File: config.mk
export PLATFORM = sky130hd
export DESIGN_NAME = mod_n_updown_counter
export DESIGN_NICKNAME = d
export VERILOG_FILES = /design/src/rtl/mod_counter_pkg.sv /design/src/rtl/mod_counter_decode.sv /design/src/rtl/mod_n_updown_counter.sv
export SDC_FILE = /design/constraint.sdc
export NUM_CORES = 1
export LEC_CHECK = 0
export ABC_AREA = 1
export BUFFER_PORTS_ARGS = -buffer_cell sky130_fd_sc_hd__buf_2
export CORE_AREA = 5 5 42 44
export DETAILED_ROUTE_END_ITERATION = 8
export DIE_AREA = 0 0 47 49
export PLACE_DENSITY = 0.67
export SLEW_MARGIN = 10
export SYNTH_ARGS = -nofsm -noshare
export SYNTH_HDL_FRONTEND = slang
export SYNTH_SLANG_ARGS = --single-unit
export TNS_END_PERCENT = 5
File: constraint.sdc
create_clock -name clk -period 1.7 [get_ports clk]
set_input_delay 0.255 -clock clk [delete_from_list [all_inputs] [get_ports clk]]
set_output_delay 0.255 -clock clk [all_outputs]
set_load 0.005 [all_outputs]
File: src/rtl/mod_counter_pkg.sv
// Shared types and next-count function for the modulo-N up/down counter.
// Define MOD_COUNTER_SATURATE_EN to hold at the bounds instead of wrapping.
package mod_counter_pkg;

   typedef enum logic [2:0] {LOAD, LOAD_BAD, INC, DEC, HOLD} cnt_op_e;

   // Operates on 32-bit values; modulus is 33 bits so 2**32 is representable.
   function automatic logic [31:0] f_next(input logic [31:0] q,
                                          input cnt_op_e     op,
                                          input logic [32:0] modulus,
                                          input logic [31:0] load_val);
      logic [31:0] top;
      top    = modulus[31:0] - 32'd1;
      f_next = q;
      case (op)
         LOAD: f_next = load_val;
`ifdef MOD_COUNTER_SATURATE_EN
         INC:  f_next = (q == top)   ? q : q + 32'd1;
         DEC:  f_next = (q == 32'd0) ? q : q - 32'd1;
`else
         INC:  f_next = (q == top)   ? 32'd0 : q + 32'd1;
         DEC:  f_next = (q == 32'd0) ? top   : q - 32'd1;
`endif
         default: f_next = q;
      endcase
   endfunction

endpackage

File: src/rtl/mod_counter_decode.sv
// Priority decode of load/en/up_dn/load_val into the per-cycle counter operation.
module mod_counter_decode
   import mod_counter_pkg::*;
#(
   parameter int     WIDTH   = 4,
   parameter longint MODULUS = 16
) (
   input  logic             load,
   input  logic             en,
   input  logic             up_dn,
   input  logic [WIDTH-1:0] load_val,
   output cnt_op_e          op
);

   localparam logic [32:0] MOD33 = 33'(MODULUS);

   logic load_bad;
   assign load_bad = (33'(load_val) >= MOD33);

   always_comb begin
      op = HOLD;
      if (load)      op = load_bad ? LOAD_BAD : LOAD;
      else if (en)   op = up_dn ? INC : DEC;
   end

endmodule

File: src/rtl/mod_n_updown_counter.sv
// Synchronous modulo-N up/down counter with load, terminal count and wrap/load-error pulses.
// Build with MOD_COUNTER_SATURATE_EN defined to saturate at the bounds instead of wrapping.
module mod_n_updown_counter
   import mod_counter_pkg::*;
#(
   parameter int     WIDTH   = 4,
   parameter longint MODULUS = 16
) (
   input  logic             clk,
   input  logic             clear,
   input  logic             en,
   input  logic             up_dn,
   input  logic             load,
   input  logic [WIDTH-1:0] load_val,
   output logic [WIDTH-1:0] q,
   output logic             tc,
   output logic             wrap,
   output logic             load_err
);

   if (WIDTH < 1 || WIDTH > 32 || MODULUS < 2 ||
       MODULUS > (longint'(1) << WIDTH)) begin : g_bad_param
      $error("mod_n_updown_counter: illegal WIDTH/MODULUS combination");
   end

   localparam logic [32:0]      MOD33 = 33'(MODULUS);
   localparam logic [WIDTH-1:0] MAXV  = WIDTH'(MODULUS - 1);

   cnt_op_e          op;
   logic [WIDTH-1:0] q_next;
   logic             at_bound;

   mod_counter_decode #(
      .WIDTH   (WIDTH),
      .MODULUS (MODULUS)
   ) u_decode (
      .load     (load),
      .en       (en),
      .up_dn    (up_dn),
      .load_val (load_val),
      .op       (op)
   );

   assign q_next = WIDTH'(f_next(32'(q), op, MOD33, 32'(load_val)));

   // Same condition flags a wrap or, in saturating builds, a hold at the bound.
   assign at_bound = ((op == INC) && (q == MAXV)) ||
                     ((op == DEC) && (q == '0));

   assign tc = en & ((up_dn & (q == MAXV)) | (~up_dn & (q == '0)));

   always_ff @(posedge clk or negedge clear) begin
      if (!clear) begin
         q        <= '0;
         wrap     <= 1'b0;
         load_err <= 1'b0;
      end else begin
         q        <= q_next;
         wrap     <= at_bound;
         load_err <= (op == LOAD_BAD);
      end
   end

endmodule

==> out/qor.json, run 1 <==
{
  "cts_max_level": {"value": 1},
  "post-place-ws": {"value": 174, "unit": "ps"},
  "initial_antenna_violation_count": {"value": 0},
  "clock-skew-final": {"value": 9.78, "unit": "ps"},
  "routedWlPerCell": {"value": 11.6, "unit": "um"},
  "netlist_area": {"value": 469, "unit": "sq um"},
  "dieWidth": {"value": 47, "unit": "um"},
  "run_status": {"value": "finished clean"},
  "first_pass_iters": {"value": 4},
  "fin_hold_ws": {"value": 239, "unit": "ps"},
  "post_route_cell_area": {"value": 656, "unit": "sq um"},
  "design.portCount": {"value": 16},
  "num_antenna_cells": {"value": 0},
  "wl_met2": {"value": 683, "unit": "um"},
  "crit_path_max_incr_delay": {"value": 410, "unit": "ps"},
  "core_area": {"value": 1400, "unit": "sq um"},
  "met1Wirelength": {"value": 483, "unit": "um"},
  "max_cap_violations": {"value": 0},
  "rsz0062_at_grt": {"value": "true"},
  "cts.sinks": {"value": 6},
  "synth.net_count": {"value": 77},
  "finalMaxSlewViolations": {"value": 0},
  "cellPowerDensity": {"value": 883, "unit": "nW/um^2"},
  "critical_path_class": {"value": "reg2out"},
  "post_synth_num_cell_types": {"value": 20},
  "tritoncts_clock_tree": {"value": "yes"},
  "cts_inserted_buffers": {"value": 3},
  "setup_viol_count_final": {"value": 0},
  "initial_core_util": {"value": 0.335},
  "synth_sequential_area_ratio": {"value": 0.320},
  "finalWirelength": {"value": 1240, "unit": "um"},
  "final_common_cell": {"value": "sky130_fd_sc_hd__buf_2"},
  "cellLeakagePower": {"value": 0.000343, "unit": "uW"},
  "placedInstanceArea": {"value": 553, "unit": "sq um"},
  "grt_use_total": {"value": 0.113},
  "finalHoldViolCount": {"value": 0},
  "dr.max_layer_used": {"value": "met3"},
  "yosys_register_bits": {"value": 6},
  "maximum_fanout_along_the_worst_path": {"value": 4},
  "hold_path_class": {"value": "in2reg"},
  "clock_latency": {"value": 250, "unit": "ps"},
  "critPathLaunchType": {"value": "flip-flop"},
  "clk_root_buffer_cell": {"value": "sky130_fd_sc_hd__clkbuf_4"},
  "design.final.nets": {"value": 104},
  "postLayoutSetupSlackWorst": {"value": 14.1, "unit": "ps"},
  "post_synthesis_average_cell_area": {"value": 7.11, "unit": "sq um"},
  "remaining_drc_errors": {"value": 0},
  "timing.critical_path.required": {"value": 1440, "unit": "ps"},
  "timing.critical_path.cells": {"value": "inv_2 -> ha_4 -> inv_2 -> nor3_2 -> nor2_1 -> nor2_1 -> buf_2"},
  "die_height": {"value": 49, "unit": "um"},
  "irDropWorstVdd": {"value": 0.649, "unit": "mV"},
  "maxClockFrequency": {"value": 593, "unit": "MHz"},
  "cpMaxStageDelayCell": {"value": "sky130_fd_sc_hd__dfrtp_1"},
  "post_route_clock_period_utilization": {"value": 0.992},
  "gp_congestion": {"value": 0.851},
  "grt_first_pass_wirelength": {"value": 1900, "unit": "um"},
  "clock_path_buffers": {"value": 2},
  "hpwlAfterDp": {"value": 869, "unit": "um"},
  "layout-drive-gt1-share": {"value": 0.462},
  "grt_max_degree": {"value": 10},
  "dr.first_iter.drc_count": {"value": 7},
  "vias_per_cell": {"value": 4.85},
  "core.rowCount": {"value": 14},
  "place.detailed.instances": {"value": 96},
  "ys_warn_count": {"value": 0},
  "setup.worst_path.end_class": {"value": "output port"},
  "finish.cell_count_without_fillers": {"value": 107},
  "postRouteAntennaNets": {"value": 0},
  "finish.utilization": {"value": 0.468},
  "finalWorstPathRequiredPeriod": {"value": 1690, "unit": "ps"},
  "clkTransAtPathRegs": {"value": 40, "unit": "ps"},
  "via_count": {"value": 519},
  "detailroute.wirelength.met3": {"value": 69, "unit": "um"},
  "postSynthCellCount": {"value": 66},
  "io_buffer_count": {"value": 15},
  "grt_pass1_vias": {"value": 441},
  "cp.arrival": {"value": 1430, "unit": "ps"},
  "sum_of_overflow_across_all_layers_after_global_routing": {"value": 0},
  "syn_to_final_growth": {"value": 39.7, "unit": "%"},
  "die_area": {"value": 2300, "unit": "sq um"},
  "mostFrequentLayoutCells": {"value": "sky130_fd_sc_hd__buf_2, sky130_fd_sc_hd__nand2_1, sky130_fd_sc_hd__buf_4"}
}
==> layout make-up <==
cell class              instances  area [sq um]
fillers                       141           746
flip-flops and latches          6           150
multi-input cells              48           284
inverters                      11          41.3
repair buffers                 23           138
clock buffers                   3          22.5
well taps                      16          20.0
==> critical path: cells and delay by family (launching register included) <==
family / cells / cell delay, ps
fa+ha+maj: 1 / 150
buf+inv: 3 / 260
flops: 1 / 410
simple gates: 3 / 380
==> path summary, 6_finish.rpt <==
path | startpoint | endpoint | slack, ps | cells after the start
max in group asynchronous | clear | q[0]$_DFFE_PN0P_ | 1170 | 2
min in group asynchronous | clear | q[2]$_DFFE_PN0P_ | 380 | 2
min | load | wrap$_DFF_PN0_ | 240 | 2
min reg2reg | q[1]$_DFFE_PN0P_ | q[1]$_DFFE_PN0P_ | 740 | 3
max | q[1]$_DFFE_PN0P_ | tc | 10 | 7
max reg2reg | q[1]$_DFFE_PN0P_ | wrap$_DFF_PN0_ | 310 | 7
==> sequential cells by signal (all words and copies together), names as in the netlist <==
signal,flops
q,4
load_err,1
wrap,1
==> through the flow <==
step / setup TNS (ps) / power, uW
2_1_floorplan: 0 / 318
3_3_place_gp: 0 / 371
3_5_place_dp: 0 / 375
4_1_cts: 0 / 528
5_1_grt: -83.4 / 632
6_report: 0 / 579
==> where the power goes <==
group,internal [uW],switching (uW)
sequential,163,31.7
combinational,124,130
clock,79.7,49.6
==> synthesized netlist by cell type (all sizes together) <==
cell   instances  share of area
ha             2          0.053
conb           1         0.0080
nand2         13           0.11
nor2           9          0.093
a21oi          2          0.021
nor3           2          0.032
o21ai          7          0.075
inv           11          0.088
buf            1          0.024
nand3          9           0.13
nand4          1          0.013
a22oi          1          0.016
or2            1          0.013
dfrtp          6           0.32
==> kinds of logic (layout without fill, tap and decap cells) <==
group	Yosys count	after routing	synth area share
and+or+nand+nor	35	35	0.395
buffers and inverters	12	37	0.112
AOI/OAI and AO/OA	10	10	0.112
DFF	6	6	0.320
adders and majority gates	2	2	0.0533
other	1	1	0.00799
==> layer usage <==
| metal | up-vias | GRT usage |
|---|---|---|
| met2 | 12 | 0.183 |
| met1 | 245 | 0.138 |
| met5 | - | 0 |
| met3 | 0 | 0.0590 |
| li1 | 262 | - |
| met4 | 0 | 0 |
==> timing repair <==
| item | 4_1_cts | 5_1_grt |
|---|---|---|
| resized for setup | 1 | 5 |
| endpoints found under the setup margin | 1 | 1 |
| endpoints found under the hold margin | 6 | 0 |
| hold buffers | 1 | 0 |
| setup buffers | 3 | 4 |
| pin swaps | 0 | 4 |
Power figures use the tool's default switching activity.
==> run 2: changes to the inputs <==
==> constraint.sdc (replaced) <==
create_clock -name clk -period 2 [get_ports clk]
set_input_delay 0.3 -clock clk [delete_from_list [all_inputs] [get_ports clk]]
set_output_delay 0.3 -clock clk [all_outputs]
set_load 0.005 [all_outputs]
==> run 2 against run 1 <==
Against the previous run:
- sequential share of layout area rose by 2.7 points
- worst hold slack improved by 50 ps
- non-clock buffer count fell by 7
- die area did not move
- global-route usage fell by 0.42 points
- final cell count fell by 6.5%
- combinational power fell by 42%
- core utilization fell by 5.0 points
- final area fell by 11%
- largest cell class unchanged
- critical path depth did not move
==> out/qor.json, run 2 (synthesis gave the netlist of run 1 again) <==
{
  "run_status": {"value": "finished clean"},
  "core_area": {"value": 1400, "unit": "sq um", "change": "unchanged"},
  "hpwlAfterDp": {"value": 869, "unit": "um", "change": "unchanged"},
  "cts_post_setup_buffers_inserted": {"value": 0, "change": "-3"},
  "initial_core_util": {"value": 0.335, "change": "unchanged"},
  "clock-skew-final": {"value": 9.20, "unit": "ps", "change": "-0.581 ps"},
  "sw_frac_of_total": {"value": 0.366, "change": "about the same"},
  "cts_inserted_buffers": {"value": 3, "change": "unchanged"},
  "grt_pass1_vias": {"value": 423, "change": "-4.1%"},
  "cts_max_level": {"value": 1, "change": "unchanged"},
  "finalWorstPathRequiredPeriod": {"value": 1820, "unit": "ps"},
  "sum_of_overflow_across_all_layers_after_global_routing": {"value": 0, "change": "unchanged"},
  "hold_path_class": {"value": "in2reg"},
  "via_count": {"value": 477, "change": "-8.1%"},
  "max_cap_violations": {"value": 0, "change": "unchanged"},
  "finalWirelength": {"value": 1050, "unit": "um", "change": "-15%"},
  "final_common_cell": {"value": "sky130_fd_sc_hd__buf_2"},
  "p_comb_frac": {"value": 0.349, "change": "-0.091"},
  "clock_path_buffers": {"value": 2, "change": "unchanged"},
  "dieWidth": {"value": 47, "unit": "um", "change": "unchanged"},
  "grt_use_total": {"value": 0.108, "change": "-0.00425"},
  "first_pass_iters": {"value": 2, "change": "-2"},
  "grt_max_degree": {"value": 10, "change": "unchanged"},
  "clkTransAtPathRegs": {"value": 40, "unit": "ps", "change": "about the same"},
  "grt_first_pass_wirelength": {"value": 1830, "unit": "um", "change": "-4.0%"},
  "critical_path_class": {"value": "reg2out"},
  "tritoncts_clock_tree": {"value": "yes"},
  "maximum_fanout_along_the_worst_path": {"value": 6, "change": "+2"},
  "vias_per_cell": {"value": 4.77, "change": "-1.7%"},
  "die_area": {"value": 2300, "unit": "sq um", "change": "unchanged"},
  "postRouteAntennaNets": {"value": 0, "change": "unchanged"},
  "sequentialPowerShare": {"value": 0.393, "change": "+0.057"},
  "io_buffer_count": {"value": 15, "change": "unchanged"},
  "irDropWorstVdd": {"value": 0.559, "unit": "mV", "change": "-14%"},
  "maxClockFrequency": {"value": 549, "unit": "MHz"},
  "share_clk_of_total_power": {"value": 0.257, "change": "+0.034"},
  "clk_root_buffer_cell": {"value": "sky130_fd_sc_hd__clkbuf_4"},
  "internal_power": {"value": 270, "unit": "uW", "change": "-26%"},
  "fin_total_pwr": {"value": 426, "unit": "uW", "change": "-26%"},
  "fillers": {"value": 151, "change": "+7.1%"},
  "remaining_drc_errors": {"value": 0, "change": "unchanged"},
  "core.rowCount": {"value": 14, "change": "unchanged"},
  "finalMaxSlewViolations": {"value": 0, "change": "unchanged"},
  "postLayoutSetupSlackWorst": {"value": 178, "unit": "ps", "change": "+164 ps"},
  "post_route_clock_period_utilization": {"value": 0.911},
  "rsz0062_at_grt": {"value": "false"},
  "dr.first_iter.drc_count": {"value": 12, "change": "+5"},
  "cellPowerDensity": {"value": 728, "unit": "nW/um^2", "change": "-18%"},
  "setup_viol_count_final": {"value": 0, "change": "unchanged"},
  "syn_to_final_growth": {"value": 24.8, "unit": "%"},
  "max_reg_flops": {"value": 4, "change": "unchanged"},
  "setup.worst_path.end_class": {"value": "output port"},
  "critPathLaunchType": {"value": "flip-flop"},
  "largest_register": {"value": "q"},
  "design.portCount": {"value": 16, "change": "unchanged"},
  "post_cts.resized_instances": {"value": 0, "change": "-1"},
  "largest_registers_ranked_by_flip_flop_count": {"value": "q (4), load_err (1), wrap (1)"},
  "routedWlPerCell": {"value": 10.5, "unit": "um", "change": "-8.9%"},
  "clock_latency": {"value": 250, "unit": "ps", "change": "about the same"},
  "reg2regPathDepth": {"value": 6, "change": "-1"},
  "initial_antenna_violation_count": {"value": 0, "change": "unchanged"},
  "design.final.nets": {"value": 97, "change": "-6.7%"},
  "timing.critical_path.required": {"value": 1700, "unit": "ps", "change": "+260 ps"},
  "cellLeakagePower": {"value": 0.000311, "unit": "uW", "change": "-9.1%"},
  "finalHoldViolCount": {"value": 0, "change": "unchanged"},
  "total_switching_power": {"value": 156, "unit": "uW", "change": "-26%"},
  "gp_congestion": {"value": 0.851, "change": "unchanged"},
  "cp.arrival": {"value": 1520, "unit": "ps", "change": "+90 ps"},
  "mostFrequentLayoutCells": {"value": "sky130_fd_sc_hd__buf_2, sky130_fd_sc_hd__nand2_1, sky130_fd_sc_hd__inv_1, sky130_fd_sc_hd__nand3_1, sky130_fd_sc_hd__dfrtp_1"},
  "cts_hold_repair.buffers": {"value": 1, "change": "unchanged"},
  "holdPathStages": {"value": 2, "change": "unchanged"},
  "post-place-ws": {"value": 429, "unit": "ps", "change": "+255 ps"},
  "totalNegativeSetupSlack": {"value": 0, "unit": "ps", "change": "unchanged"},
  "cts.sinks": {"value": 6, "change": "unchanged"},
  "layout-drive-gt1-share": {"value": 0.369, "change": "-0.0925"},
  "die_height": {"value": 49, "unit": "um", "change": "unchanged"},
  "num_antenna_cells": {"value": 0, "change": "unchanged"}
}
==> run 2: worst paths after layout <==
check / from / endpoint / slack, ps
worst max-delay path: q[0]$_DFFE_PN0P_ / tc / 180
worst min-delay path: load / wrap$_DFF_PN0_ / 290
worst max register to register: q[0]$_DFFE_PN0P_ / wrap$_DFF_PN0_ / 640
worst min register to register: q[1]$_DFFE_PN0P_ / q[1]$_DFFE_PN0P_ / 670
max in group asynchronous: clear / q[0]$_DFFE_PN0P_ / 1430
min in group asynchronous: clear / q[2]$_DFFE_PN0P_ / 420
==> run 2: power by group through the flow <==
stage | Clock [uW] | Combinational [uW] | Sequential, uW
final | 110 | 149 | 168
after global routing | 126 | 176 | 170
after CTS | 112 | 151 | 168
after detailed placement | 0 | 149 | 169
after global placement | 0 | 146 | 169
after floorplan | 0 | 108 | 162
==> run 2: stage by stage <==
stage / util / cell area [sq um] / instances / hold slack (ps)
after floorplan: - / 469 / 66 / 4.41
after global placement: 0.395 / 553 / 96 / 127
after detailed placement: 0.395 / 553 / 96 / 126
after CTS: 0.418 / 586 / 100 / 288
after global routing: 0.418 / 586 / 100 / 284
final: 0.418 / 586 / 100 / 289
==> run 2: layout make-up <==
| type | count | area, sq um | area share |
|---|---|---|---|
| Timing Repair Buffer | 16 | 85.1 | 0.145 |
| Inverter | 11 | 41.3 | 0.0705 |
| Sequential cell | 6 | 150 | 0.256 |
| Multi-Input combinational cell | 48 | 267 | 0.455 |
| Tap cell | 16 | 20.0 | 0.0342 |
| Clock buffer | 3 | 22.5 | 0.0385 |
==> run 2: routing by layer <==
metal,wire [um],part of all wire,up-vias,global-route usage
li1,-,-,247,-
met1,425,0.40,220,0.136
met2,564,0.54,10,0.172
met3,62,0.059,0,0.0590
met4,0,0,0,0
met5,0,0,-,0
==> run 2: critical path, stage by stage (launching register included) <==
cell,delay [ps]
sky130_fd_sc_hd__dfrtp_1,410
sky130_fd_sc_hd__inv_1,160
sky130_fd_sc_hd__ha_1,210
sky130_fd_sc_hd__inv_1,70
sky130_fd_sc_hd__nor3_2,140
sky130_fd_sc_hd__nor2_1,80
sky130_fd_sc_hd__nor2_1,100
sky130_fd_sc_hd__buf_2,120
